[config.mk]
export PLATFORM = sky130hd
export DESIGN_NAME = lsu_req_issuer
export DESIGN_NICKNAME = d
export VERILOG_FILES = /design/src/rtl/lsu_pkg.sv /design/src/rtl/lsu_store_buf.sv /design/src/rtl/lsu_req_issuer.sv
export SDC_FILE = /design/constraint.sdc
export NUM_CORES = 1
export LEC_CHECK = 0
export CORE_AREA = 2 2 105 107
export DETAILED_ROUTE_END_ITERATION = 6
export DIE_AREA = 0 0 107 109
export PLACE_DENSITY = 0.69
export SYNTH_ARGS = -nofsm -noshare
export SYNTH_HDL_FRONTEND = slang
export SYNTH_SLANG_ARGS = --single-unit
[constraint.sdc]
create_clock -name clk -period 4 [get_ports clk]
set_input_delay 0.4 -clock clk [delete_from_list [all_inputs] [get_ports clk]]
set_output_delay 0.4 -clock clk [all_outputs]
set_load 0.03 [all_outputs]
[src/rtl/lsu_pkg.sv]
// Shared types for the load/store issue unit.
// Opcodes, FSM state encoding and the store-buffer entry layout.
package lsu_pkg;

    localparam int LSU_AW = 8;
    localparam int LSU_DW = 8;

    localparam logic [3:0] OP_LOAD    = 4'b1101;
    localparam logic [3:0] OP_STORE   = 4'b1110;
    localparam logic [3:0] OP_LOADIMM = 4'b1111;

    typedef enum logic [1:0] {
        IDLE,
        DRAIN,
        LD_REQ,
        LD_WAIT
    } lsu_state_e;

    typedef struct packed {
        logic [LSU_AW-1:0] addr;
        logic [LSU_DW-1:0] data;
    } sb_entry_t;

endpackage

[src/rtl/lsu_store_buf.sv]
// In-order circular store buffer with count, head and tail pointers.
// LSU_STORE_FWD_EN adds a youngest-first address-match port.
module lsu_store_buf
    import lsu_pkg::*;
#(
    parameter int SB_DEPTH = 4
) (
    input  logic              clk,
    input  logic              rst_n,
    input  logic              push,
    input  sb_entry_t         push_entry,
    input  logic              pop,
    output logic              full,
    output logic              empty,
    output logic              next_empty,
    output sb_entry_t         next_head
`ifdef LSU_STORE_FWD_EN
    ,
    input  logic [LSU_AW-1:0] match_addr,
    output logic              match_hit,
    output logic [LSU_DW-1:0] match_data
`endif
);

    localparam int PW = $clog2(SB_DEPTH);
    localparam int CW = $clog2(SB_DEPTH + 1);

    sb_entry_t         mem [SB_DEPTH];
    logic [PW-1:0]     head;
    logic [PW-1:0]     tail;
    logic [CW-1:0]     count;
    logic [CW-1:0]     count_n;
    logic              do_push;
    logic              do_pop;

    assign full    = (count == CW'(SB_DEPTH));
    assign empty   = (count == '0);
    assign do_push = push && !full;
    assign do_pop  = pop && !empty;

    always_ff @(posedge clk or negedge rst_n) begin
        if (!rst_n) begin
            head  <= '0;
            tail  <= '0;
            count <= '0;
        end else begin
            if (do_push) tail <= tail + PW'(1);
            if (do_pop)  head <= head + PW'(1);
            count <= count_n;
        end
    end

    // Payload needs no reset: count gates every read of it.
    always_ff @(posedge clk) begin
        if (do_push) mem[tail] <= push_entry;
    end

    // Head as it will be after this edge, so the request can be registered.
    always_comb begin
        count_n    = count + CW'(do_push) - CW'(do_pop);
        next_empty = (count_n == '0);
        if ((count - CW'(do_pop)) == '0) next_head = push_entry;
        else next_head = mem[head + PW'(do_pop)];
    end

`ifdef LSU_STORE_FWD_EN
    logic [PW-1:0] idx;

    // Walk oldest to youngest so the youngest match wins.
    always_comb begin
        match_hit  = 1'b0;
        match_data = '0;
        idx        = '0;
        for (int i = 0; i < SB_DEPTH; i++) begin
            idx = head + PW'(i);
            if ((CW'(i) < count) && (mem[idx].addr == match_addr)) begin
                match_hit  = 1'b1;
                match_data = mem[idx].data;
            end
        end
    end
`endif

endmodule

[src/rtl/lsu_req_issuer.sv]
// EX->DM load/store issue unit: store buffer drain, blocking loads, ALU pass-through.
// LSU_STORE_FWD_EN enables store-to-load forwarding from the store buffer.
module lsu_req_issuer
    import lsu_pkg::*;
#(
    parameter int SB_DEPTH = 4,
    parameter int AW       = LSU_AW,
    parameter int DW       = LSU_DW
) (
    input  logic          clk,
    input  logic          rst_n,
    input  logic          ex_valid,
    input  logic [3:0]    ex_opcode,
    input  logic [AW-1:0] ex_addr,
    input  logic [DW-1:0] ex_wdata,
    input  logic [1:0]    ex_rd,
    output logic          ex_stall,
    output logic          dm_req_valid,
    output logic          dm_req_we,
    output logic [AW-1:0] dm_req_addr,
    output logic [DW-1:0] dm_req_wdata,
    input  logic          dm_req_ready,
    input  logic          dm_rsp_valid,
    input  logic [DW-1:0] dm_rsp_rdata,
    output logic          wb_valid,
    output logic [1:0]    wb_rd,
    output logic [DW-1:0] wb_data
);

    lsu_state_e    state;
    lsu_state_e    state_n;
    logic [AW-1:0] ld_addr;
    logic [AW-1:0] ld_addr_n;
    logic [1:0]    ld_rd;
    logic          is_ld;
    logic          is_st;
    logic          is_alu;
    logic          accept;
    logic          req_fire;
    logic          req_hold;
    logic          sb_full;
    logic          sb_empty;
    logic          sb_next_empty;
    logic          fwd_hit;
    sb_entry_t     sb_next_head;

    always_comb begin
        is_ld  = 1'b0;
        is_st  = 1'b0;
        is_alu = 1'b0;
        unique case (1'b1)
            (ex_opcode == OP_LOAD) || (ex_opcode == OP_LOADIMM): is_ld = 1'b1;
            (ex_opcode == OP_STORE):                             is_st = 1'b1;
            default:                                             is_alu = 1'b1;
        endcase
    end

    // A pop this cycle never frees room for an enqueue in the same cycle.
    assign ex_stall  = ex_valid && ((state != IDLE) || (is_st && sb_full));
    assign accept    = ex_valid && !ex_stall;
    assign req_fire  = dm_req_valid && dm_req_ready;
    assign req_hold  = dm_req_valid && !dm_req_ready;
    assign ld_addr_n = (accept && is_ld) ? ex_addr : ld_addr;

`ifdef LSU_STORE_FWD_EN
    logic [DW-1:0] fwd_data;

    lsu_store_buf #(.SB_DEPTH(SB_DEPTH)) u_sb (
        .clk        (clk),
        .rst_n      (rst_n),
        .push       (accept && is_st),
        .push_entry ('{addr: ex_addr, data: ex_wdata}),
        .pop        (req_fire && dm_req_we),
        .full       (sb_full),
        .empty      (sb_empty),
        .next_empty (sb_next_empty),
        .next_head  (sb_next_head),
        .match_addr (ex_addr),
        .match_hit  (fwd_hit),
        .match_data (fwd_data)
    );
`else
    assign fwd_hit = 1'b0;

    lsu_store_buf #(.SB_DEPTH(SB_DEPTH)) u_sb (
        .clk        (clk),
        .rst_n      (rst_n),
        .push       (accept && is_st),
        .push_entry ('{addr: ex_addr, data: ex_wdata}),
        .pop        (req_fire && dm_req_we),
        .full       (sb_full),
        .empty      (sb_empty),
        .next_empty (sb_next_empty),
        .next_head  (sb_next_head)
    );
`endif

    always_comb begin
        state_n = state;
        unique case (state)
            IDLE:    if (accept && is_ld && !fwd_hit)
                         state_n = sb_empty ? LD_REQ : DRAIN;
            DRAIN:   if (sb_next_empty) state_n = LD_REQ;
            LD_REQ:  if (req_fire) state_n = LD_WAIT;
            LD_WAIT: if (dm_rsp_valid) state_n = IDLE;
            default: state_n = IDLE;
        endcase
    end

    always_ff @(posedge clk or negedge rst_n) begin
        if (!rst_n) begin
            state        <= IDLE;
            ld_addr      <= '0;
            ld_rd        <= '0;
            dm_req_valid <= 1'b0;
            dm_req_we    <= 1'b0;
            dm_req_addr  <= '0;
            dm_req_wdata <= '0;
            wb_valid     <= 1'b0;
            wb_rd        <= '0;
            wb_data      <= '0;
        end else begin
            state    <= state_n;
            ld_addr  <= ld_addr_n;
            wb_valid <= 1'b0;
            if (accept && is_ld) ld_rd <= ex_rd;
            if (accept && is_alu) begin
                wb_valid <= 1'b1;
                wb_rd    <= ex_rd;
                wb_data  <= ex_wdata;
            end
`ifdef LSU_STORE_FWD_EN
            if (accept && is_ld && fwd_hit) begin
                wb_valid <= 1'b1;
                wb_rd    <= ex_rd;
                wb_data  <= fwd_data;
            end
`endif
            if ((state == LD_WAIT) && dm_rsp_valid) begin
                wb_valid <= 1'b1;
                wb_rd    <= ld_rd;
                wb_data  <= dm_rsp_rdata;
            end
            // Request fields only move once the previous one is taken.
            if (!req_hold) begin
                if (state_n == LD_REQ) begin
                    dm_req_valid <= 1'b1;
                    dm_req_we    <= 1'b0;
                    dm_req_addr  <= ld_addr_n;
                    dm_req_wdata <= '0;
                end else if ((state_n != LD_WAIT) && !sb_next_empty) begin
                    dm_req_valid <= 1'b1;
                    dm_req_we    <= 1'b1;
                    dm_req_addr  <= sb_next_head.addr;
                    dm_req_wdata <= sb_next_head.data;
                end else begin
                    dm_req_valid <= 1'b0;
                    dm_req_we    <= 1'b0;
                    dm_req_addr  <= '0;
                    dm_req_wdata <= '0;
                end
            end
        end
    end

endmodule

==> impl_metrics.tcl, run 1 <==
set metrics [dict create \
    status "finished clean" \
    holdWs_ps 213 \
    numCtsBuffers 9 \
    synthTopCellsByArea "edfxtp_1 41%, dfrtp_1 25%, mux4_2 7.6%" \
    ir_drop_v 0.000343 \
    cts_hold_buffers 0 \
    worst_path_dominant_cell_family "simple AND/OR/NAND/NOR gates" \
    grt_max_degree 49 \
    clock.fmax_ghz 0.301 \
    slew_violations 0 \
    post_cts_resized 0 \
    leakage_nw 2.28 \
    hold_viol_final 0 \
    dp_slack_ps 464 \
    r2r_start "u_sb.count[2]" \
    fin_skew_ps 11.4 \
    dr.pass1.iters 6 \
    dp.cells 503 \
    portBuffers 64 \
    crit_required_ps 4270 \
    nFillCells 887 \
    syn2layout_area_growth_pct 20.5 \
    cts_buffer_depth 2 \
    viasPerCell 5.26 \
    die_h_microns 109 \
    crit_top_cell "inv_1" \
    gp_congestion 0.824 \
    drive_above_1_share 0.142 \
    finalSetupViolCount 0 \
    seq_area_frac_synth 0.659 \
    ys_ff_latch 112 \
    cts.sinks 112 \
    antenna_cells 0 \
    fin_cells 519 \
    grt_pass1_wl_mm 15.2 \
    synth_top_cell_by_area "edfxtp_1" \
    max_stage_delay_ps 500 \
    fin_nets 419 \
    ios 65 \
    core_area_sq_um 10600 \
    clk_pin_slew_ps 110 \
    hold_path.class "in -> async" \
    tritoncts "built" \
    synthArstFlopShare 0.429 \
    critical_path_class "reg -> reg" \
    post_cts_buffers 0 \
    clk_latency_ps 380 \
    crit_path_max_fanout 17 \
    fin_crit_sh 0.831 \
    antenna_left 0 \
    power_density_nw_per_um2 744 \
    dr.first_iter.drc_count 131 \
    die_x_microns 107 \
    synth_cell_types 35 \
    tightest_slew_ps 1090 \
    synth_area_per_cell_sq_um 15.5 \
    tns_ps 0 \
    worstPathArrival_ps 3590 \
    drc 0 \
    wirelength_mm 9.43 \
    grtUsageTotal 0.175 \
    syn_nets 351 \
    r2r_end "dm_req_addr[4]" \
    dieArea_sq_um 11700 \
    slowest_stage "fa_1" \
    start_util 0.447 \
    yosys_most_used_dff "edfxtp_1" \
    cp_cell_sequence "nor3_1 > nor2_1 > ha_1 > inv_1 > ha_1 > inv_1 > fa_1 > inv_1 > or3_4 > nand3_2 > o21ai_0 > a31o_1" \
    vias 2729 \
    path_buf_inv 3 \
    first_global_vias 2874 \
    synth-edff-count 64 \
    cts_root_buf "clkbuf_8" \
    regToRegSetupSlack_ps 680 \
    startpoint_type "register" \
    wl_per_cell_microns 18.2 \
    grt_antenna_before_repair 0 \
    period_needed_ps 3320 \
    hpwl_mm 6.26 \
    gr-total-overflow 0 \
    h-tree-depth 3 \
    cap_violations 0 \
    rsz0062_at_grt "no" \
    cp-end-kind "register" \
    ys_warn_count 0 \
    yosysTopAreaCellShare 0.406 \
    synthesis.area_sq_um 4740 \
    cp.depth 12 \
    relSlewSlack 0.272 \
    reg2regPathDepth 12 \
    setup_ws_ps 677 \
    rows 38 \
    synthCells 306 \
]
cell usage after synthesis, types with 5 or more instances:
master,instances
and2_1,5
buf_2,5
edfxtp_1,64
mux2_2,11
dfrtp_1,48
inv_1,10
clkbuf_1,5
mux2i_1,26
mux4_2,16
ha_1,9
o21ai_0,31
nand2_1,32
a31o_1,7
power by group:
group	leakage [nW]	internal (W)	switching, W
sequential	1.16	0.00147	0.000159
combinational	1.02	0.000932	0.00105
clock	0.0940	0.000238	0.000400
state kept, by name, indices dropped and copies added (netlist names), 3 cells and up:
name          cells
u_sb.count        3
wb_data           8
dm_req_wdata      8
ld_addr           8
u_sb.mem         64
dm_req_addr       8
routing by layer:
metal / vias up / wire length [microns] / part of all wire / global-route usage
met5: - / 0 / 0 / 0
met4: 0 / 162 / 0.017 / 0.0649
met3: 15 / 348 / 0.037 / 0.0281
met2: 66 / 4710 / 0.50 / 0.302
met1: 1380 / 4200 / 0.45 / 0.227
li1: 1268 / - / - / -
cell usage in the layout, fill, tap and decap left out, types with 5 or more instances in the layout:
cell and instances:
clkbuf_8 9, mux2_2 11, nand2_1 32, inv_1 10, mux2i_1 26, edfxtp_1 64
dfrtp_1 48, buf_4 6, clkdlybuf4s50_1 63, a31o_1 7, ha_1 9, and2_1 5
o21ai_0 31, mux4_2 16
final cells by class:
class	count	area [sq um]	share of cell area
clock inverter	6	56.3	0.00986
timing repair buffer	70	681	0.119
tap	140	175	0.0307
sequential	112	3120	0.547
inverter	10	37.5	0.00657
clock buffer	10	128	0.0223
multi-input combinational	171	1510	0.265
how the worst max path moves through the flow:
stage | from | endpoint | slack [ps]
floorplan | state[1] | dm_req_addr[6] | 1090
global placement | dm_req_ready | dm_req_addr[0] | 570
detailed placement | ex_valid | dm_req_addr[4] | 460
CTS | u_sb.count[1] | dm_req_addr[4] | 680
global route | u_sb.count[2] | dm_req_addr[0] | 470
finish | u_sb.count[2] | dm_req_addr[4] | 680
stage by stage:
stage / util / instance area, sq um / power (W)
after global placement: 0.521 / 5530 / 0.00361
after CTS: 0.539 / 5710 / 0.00430
after global routing: 0.539 / 5710 / 0.00451
after floorplan: - / 4740 / 0.00302
final: 0.539 / 5710 / 0.00425
after detailed placement: 0.521 / 5530 / 0.00366
kinds of logic (layout without fill, tap and decap cells):
family	after synthesis	in the layout	synth area share
AOI/OAI and AO/OA	46	46	0.0618
xor gates and xnor gates	6	6	0.0143
adders and majority gates	10	10	0.0280
buffers and inverters	23	96	0.0219
DFF	112	112	0.659
muxes	53	53	0.157
and+or+nand+nor	56	56	0.0578
(Power assumes the default switching activity.)
==> run 2: changes to the inputs <==
--- a/config.mk
+++ b/config.mk
@@ -8,7 +8,7 @@
 export CORE_AREA = 2 2 105 107
 export DETAILED_ROUTE_END_ITERATION = 6
 export DIE_AREA = 0 0 107 109
-export PLACE_DENSITY = 0.69
+export PLACE_DENSITY = 0.71
 export SYNTH_ARGS = -nofsm -noshare
 export SYNTH_HDL_FRONTEND = slang
 export SYNTH_SLANG_ARGS = --single-unit
==> constraint.sdc (replaced) <==
create_clock -name clk -period 2.8 [get_ports clk]
set_input_delay 0.28 -clock clk [delete_from_list [all_inputs] [get_ports clk]]
set_output_delay 0.28 -clock clk [all_outputs]
set_load 0.03 [all_outputs]
==> impl_metrics.tcl, run 2 (synthesis results as in run 1) <==
set metrics [dict create \
    numCtsBuffers 9 \
    dieArea_sq_um 11700 \
    hold_viol_final 0 \
    viasPerCell 5.23 \
    layout_common_cells "64 x edfxtp_1, 63 x clkdlybuf4s50_1, 45 x dfrtp_1, 32 x nand2_1, 32 x buf_4" \
    holdWs_ps 396 \
    grt_busiest_layer "met2" \
    layout_commonest_cell "edfxtp_1" \
    vias 2891 \
    power_density_nw_per_um2 1070 \
    first_global_vias 2954 \
    cp_cell_sequence "nor3_4 > nor2_4 > ha_4 > inv_4 > ha_4 > inv_2 > fa_2 > inv_2 > or3_4 > o31ai_4 > buf_6 > nand3_2 > o211ai_2" \
    regMostFlops "u_sb.mem" \
    core_area_sq_um 10600 \
    start_util 0.447 \
    met2_usage 0.288 \
    ios 65 \
    tightest_slew_ps 752 \
    crit_path_max_fanout 4 \
    clock.fmax_ghz 0.349 \
    rows 38 \
    cap_violations 0 \
    portBuffers 64 \
    status "complete, but fails checks" \
    antenna_left 0 \
    h-tree-depth 3 \
    totalPowerFinal_w 0.00656 \
    slowest_stage "fa_2" \
    relSlewSlack 0.499 \
    cts.sinks 112 \
    fin_crit_sh 1.02 \
    dr.first_iter.drc_count 201 \
    max_stage_delay_ps 530 \
    clk_latency_ps 370 \
    hold_path.class "in -> async" \
    gp_congestion 0.734 \
    critical_path_class "reg -> reg" \
    use_met1 0.260 \
    finalSetupViolCount 5 \
    period_needed_ps 2860 \
    grt_pass1_wl_mm 15.9 \
    cp-end-kind "register" \
    gr-total-overflow 0 \
    crit_required_ps 3090 \
    startpoint_type "register" \
    tritoncts "built" \
    cts_root_buf "clkbuf_8" \
    largest_register_ffs 64 \
    antenna_cells 0 \
    drive_above_1_share 0.245 \
    hpwl_mm 6.91 \
    drc 0 \
    syn2layout_area_growth_pct 29.0 \
    grt_antenna_before_repair 0 \
    clk_pin_slew_ps 100 \
    wl_per_cell_microns 17.8 \
    die_h_microns 109 \
    grt_max_degree 22 \
    ir_drop_v 0.000632 \
    violations "negative setup slack" \
    rsz0062_at_grt "yes" \
    die_x_microns 107 \
    fin_skew_ps 9.35 \
    leakage_nw 2.47 \
    wirelength_mm 9.86 \
    fin_nets 453 \
    setup_ws_ps -61.9 \
    worstPathArrival_ps 3150 \
    grt_use_met3 0.0406 \
    grtUsageTotal 0.184 \
    cts_buffer_depth 2 \
    dp_slack_ps -304 \
    dr.pass1.iters 4 \
    slew_violations 0 \
]
==> run 2: per-layer routing <==
metal  routed length [microns]  vias to the layer above
li1                          -                     1344
met1                      4490                     1465
met2                      4780                       72
met3                       461                       10
met4                       131                        0
met5                         0                        -
==> run 2: power by group <==
part	internal (W)	total [W]	switching, W	leakage [nW]
Combinational	0.00166	0.00336	0.00170	1.22
Sequential	0.00210	0.00230	0.000199	1.16
Clock	0.000380	0.000900	0.000521	0.0919
==> run 2: final cells by class <==
class	instances	area (sq um)
fill	847	4490
sequential	112	3130
tap	140	175
inverter	10	40.0
clock buffer	12	156
multi-input combinational	171	1590
timing repair buffer	104	1000
clock inverter	4	26.3
==> run 2: through the flow <==
step / TNS (ps) / std cells / instance area, sq um / util
floorplan: -1.16 / 306 / 4780 / -
global placement: -4280 / 532 / 5830 / 0.550
detailed placement: -4780 / 532 / 5830 / 0.550
CTS: -25.0 / 551 / 6050 / 0.571
global route: -788 / 553 / 6110 / 0.576
finish: -112 / 553 / 6110 / 0.576
==> run 2: worst paths after layout <==
path,startpoint,endpoint,slack (ps),cells after the start
worst max register to register,u_sb.count[2],dm_req_addr[6],-60,13
min in group clk,dm_req_wdata[4],dm_req_wdata[4],490,2
worst min register to register,dm_req_wdata[4],dm_req_wdata[4],490,2
worst min-delay path,rst_n,ld_addr[4],400,2
max in group asynchronous,rst_n,wb_data[5],1790,3
worst max-delay path,u_sb.count[2],dm_req_addr[6],-60,13
==> run 2: worst max-delay path: cells and delay by family (launching register included) <==
kind,cells,cell delay [ps]
simple gates,4,820
compound gates,2,390
fa+ha+maj,3,870
flops,1,420
buf+inv,4,280
==> run 2: timing repair <==
item,CTS,global route
endpoints found under the setup margin,16,19
hold endpoints to repair,18,0
hold buffers,1,0
cloned,0,0
buffers inserted,2,2
resized for setup,3,11
pin swaps,2,6
==> run 3: changes to the inputs <==
--- a/config.mk
+++ b/config.mk
@@ -9,6 +9,7 @@
 export DETAILED_ROUTE_END_ITERATION = 6
 export DIE_AREA = 0 0 107 109
 export PLACE_DENSITY = 0.71
+export RECOVER_POWER = 50
 export SYNTH_ARGS = -nofsm -noshare
 export SYNTH_HDL_FRONTEND = slang
 export SYNTH_SLANG_ARGS = --single-unit
==> constraint.sdc (replaced) <==
create_clock -name clk -period 2.8 [get_ports clk]
set_input_delay 0.28 -clock clk [delete_from_list [all_inputs] [get_ports clk]]
set_output_delay 0.28 -clock clk [all_outputs]
set_load 0.1 [all_outputs]
==> impl_metrics.tcl, run 3 (synthesis results as in run 1) <==
set metrics [dict create \
    viasPerCell 5.21 \
    fin_skew_ps 10.4 \
    r2r_start "u_sb.count[0]" \
    tightest_slew_ps 1380 \
    slowest_stage "fa_2" \
    die_h_microns 109 \
    drc 0 \
    reg2regPathDepth 13 \
    clock.fmax_ghz 0.355 \
    core_area_sq_um 10600 \
    use_met1 0.230 \
    clk_latency_ps 370 \
    slew_violations 0 \
    grt_pass1_wl_mm 15.3 \
    rsz0062_at_grt "yes" \
    crit_required_ps 3090 \
    max_stage_delay_ps 530 \
    grtUsageTotal 0.174 \
    gp_congestion 0.729 \
    largest_register_ffs 64 \
    period_needed_ps 2820 \
    dr.pass1.iters 4 \
    numCtsBuffers 9 \
    grt_max_degree 26 \
    cap_violations 0 \
    startpoint_type "register" \
    cp_cell_sequence "nor3_4 > nor2_4 > ha_4 > inv_4 > ha_4 > inv_2 > fa_2 > inv_2 > or3_4 > o31ai_4 > buf_6 > nand3_2 > o211ai_2" \
    cts.sinks 112 \
    clk_pin_slew_ps 110 \
    finalSetupViolCount 1 \
    worstPathArrival_ps 3110 \
    status "complete, but fails checks" \
    start_util 0.447 \
    setup_ws_ps -18.6 \
    critical_path_class "reg -> reg" \
    hold_path.class "reg -> reg" \
    crit_path_max_fanout 4 \
    fin_crit_sh 1.01 \
    dr.first_iter.drc_count 176 \
    grt_use_met3 0.0365 \
    regMostFlops "u_sb.mem" \
    antenna_cells 0 \
    grt_antenna_before_repair 0 \
    antenna_left 0 \
    violations "negative setup slack" \
    cp-end-kind "register" \
    portBuffers 64 \
    dieArea_sq_um 11700 \
    hold-path-endpoint "dm_req_wdata[6]" \
    finish.utilization 0.570 \
    hold_depth 2 \
    ios 65 \
    relSlewSlack 0.0790 \
    first_global_vias 2958 \
    h-tree-depth 3 \
    cts_root_buf "clkbuf_8" \
    gr-total-overflow 0 \
    fin_nets 452 \
    tritoncts "built" \
    cts_buffer_depth 2 \
    hp-start "dm_req_wdata[6]" \
    rows 38 \
    regToRegSetupSlack_ps -20 \
    layout_common_cells "64 x edfxtp_1, 59 x buf_4, 46 x dfrtp_1, 32 x nand2_1, 31 x o21ai_0" \
    r2r_end "dm_req_addr[6]" \
    layout_commonest_cell "edfxtp_1" \
    grt_busiest_layer "met2" \
    dp_slack_ps -351 \
    met2_usage 0.293 \
    hold_viol_final 0 \
    syn2layout_area_growth_pct 27.4 \
    hpwl_mm 6.79 \
    drive_above_1_share 0.311 \
    die_x_microns 107 \
    wirelength_mm 9.65 \
    vias 2876 \
    wl_per_cell_microns 17.5 \
]
-- run 3: metrics by stage --
stage | instances | hold WS [ps] | setup TNS [ps] | area, sq um
6_report | 552 | 491 | -18.6 | 6040
2_1_floorplan | 306 | -15.6 | -567 | 4770
3_3_place_gp | 530 | 303 | -4050 | 5720
3_5_place_dp | 530 | 315 | -5890 | 5720
5_1_grt | 552 | 529 | -814 | 6040
4_1_cts | 550 | 438 | -332 | 5990
-- run 3: metal layers --
metal  wire length [microns]  vias to the layer above
met2                    4840                       71
met3                     405                       10
met4                     139                        0
met5                       0                        -
met1                    4260                     1452
li1                        -                     1343
-- run 3: layout make-up --
| cell class | count | area [sq um] |
|---|---|---|
| clock buffers | 9 | 124 |
| clock inverters | 7 | 87.6 |
| fillers | 841 | 4560 |
| inverters | 10 | 40.0 |
| multi-input cells | 172 | 1590 |
| flip-flops and latches | 112 | 3130 |
| well taps | 140 | 175 |
| repair buffers | 102 | 888 |
-- run 3: worst max-delay path by stage --
stage | start | end | slack (ps) | cells after the start
floorplan | dm_req_valid | dm_req_addr[6] | -80 | 12
global placement | ex_valid | dm_req_addr[3] | -240 | 12
detailed placement | ex_valid | dm_req_addr[5] | -350 | 12
CTS | u_sb.count[0] | dm_req_addr[6] | -80 | 13
global route | u_sb.count[1] | dm_req_addr[6] | -130 | 14
finish | u_sb.count[0] | dm_req_addr[6] | -20 | 13
-- run 3: what timing repair did --
action / 4_1_cts / 5_1_grt
setup buffers: 3 / 1
hold buffers: 1 / 0
gates cloned: 0 / 1
resized for setup: 6 / 9
pin swaps: 2 / 2
setup endpoints to repair: 20 / 20
hold endpoints to repair: 23 / 0
-- run 3: critical path, delay by kind of cell, from the launching register on --
kind	cells	cell delay, ps
AO/OA/AOI/OAI	2	330
adder cells (fa/ha/maj)	3	910
buffers and inverters	4	290
flip-flops	1	420
AND/OR/NAND/NOR	4	800
Power of run 3 is left out: the tool's default activity adds up to more than one toggle a clock period on the data nets, which glitch-free logic cannot reach.
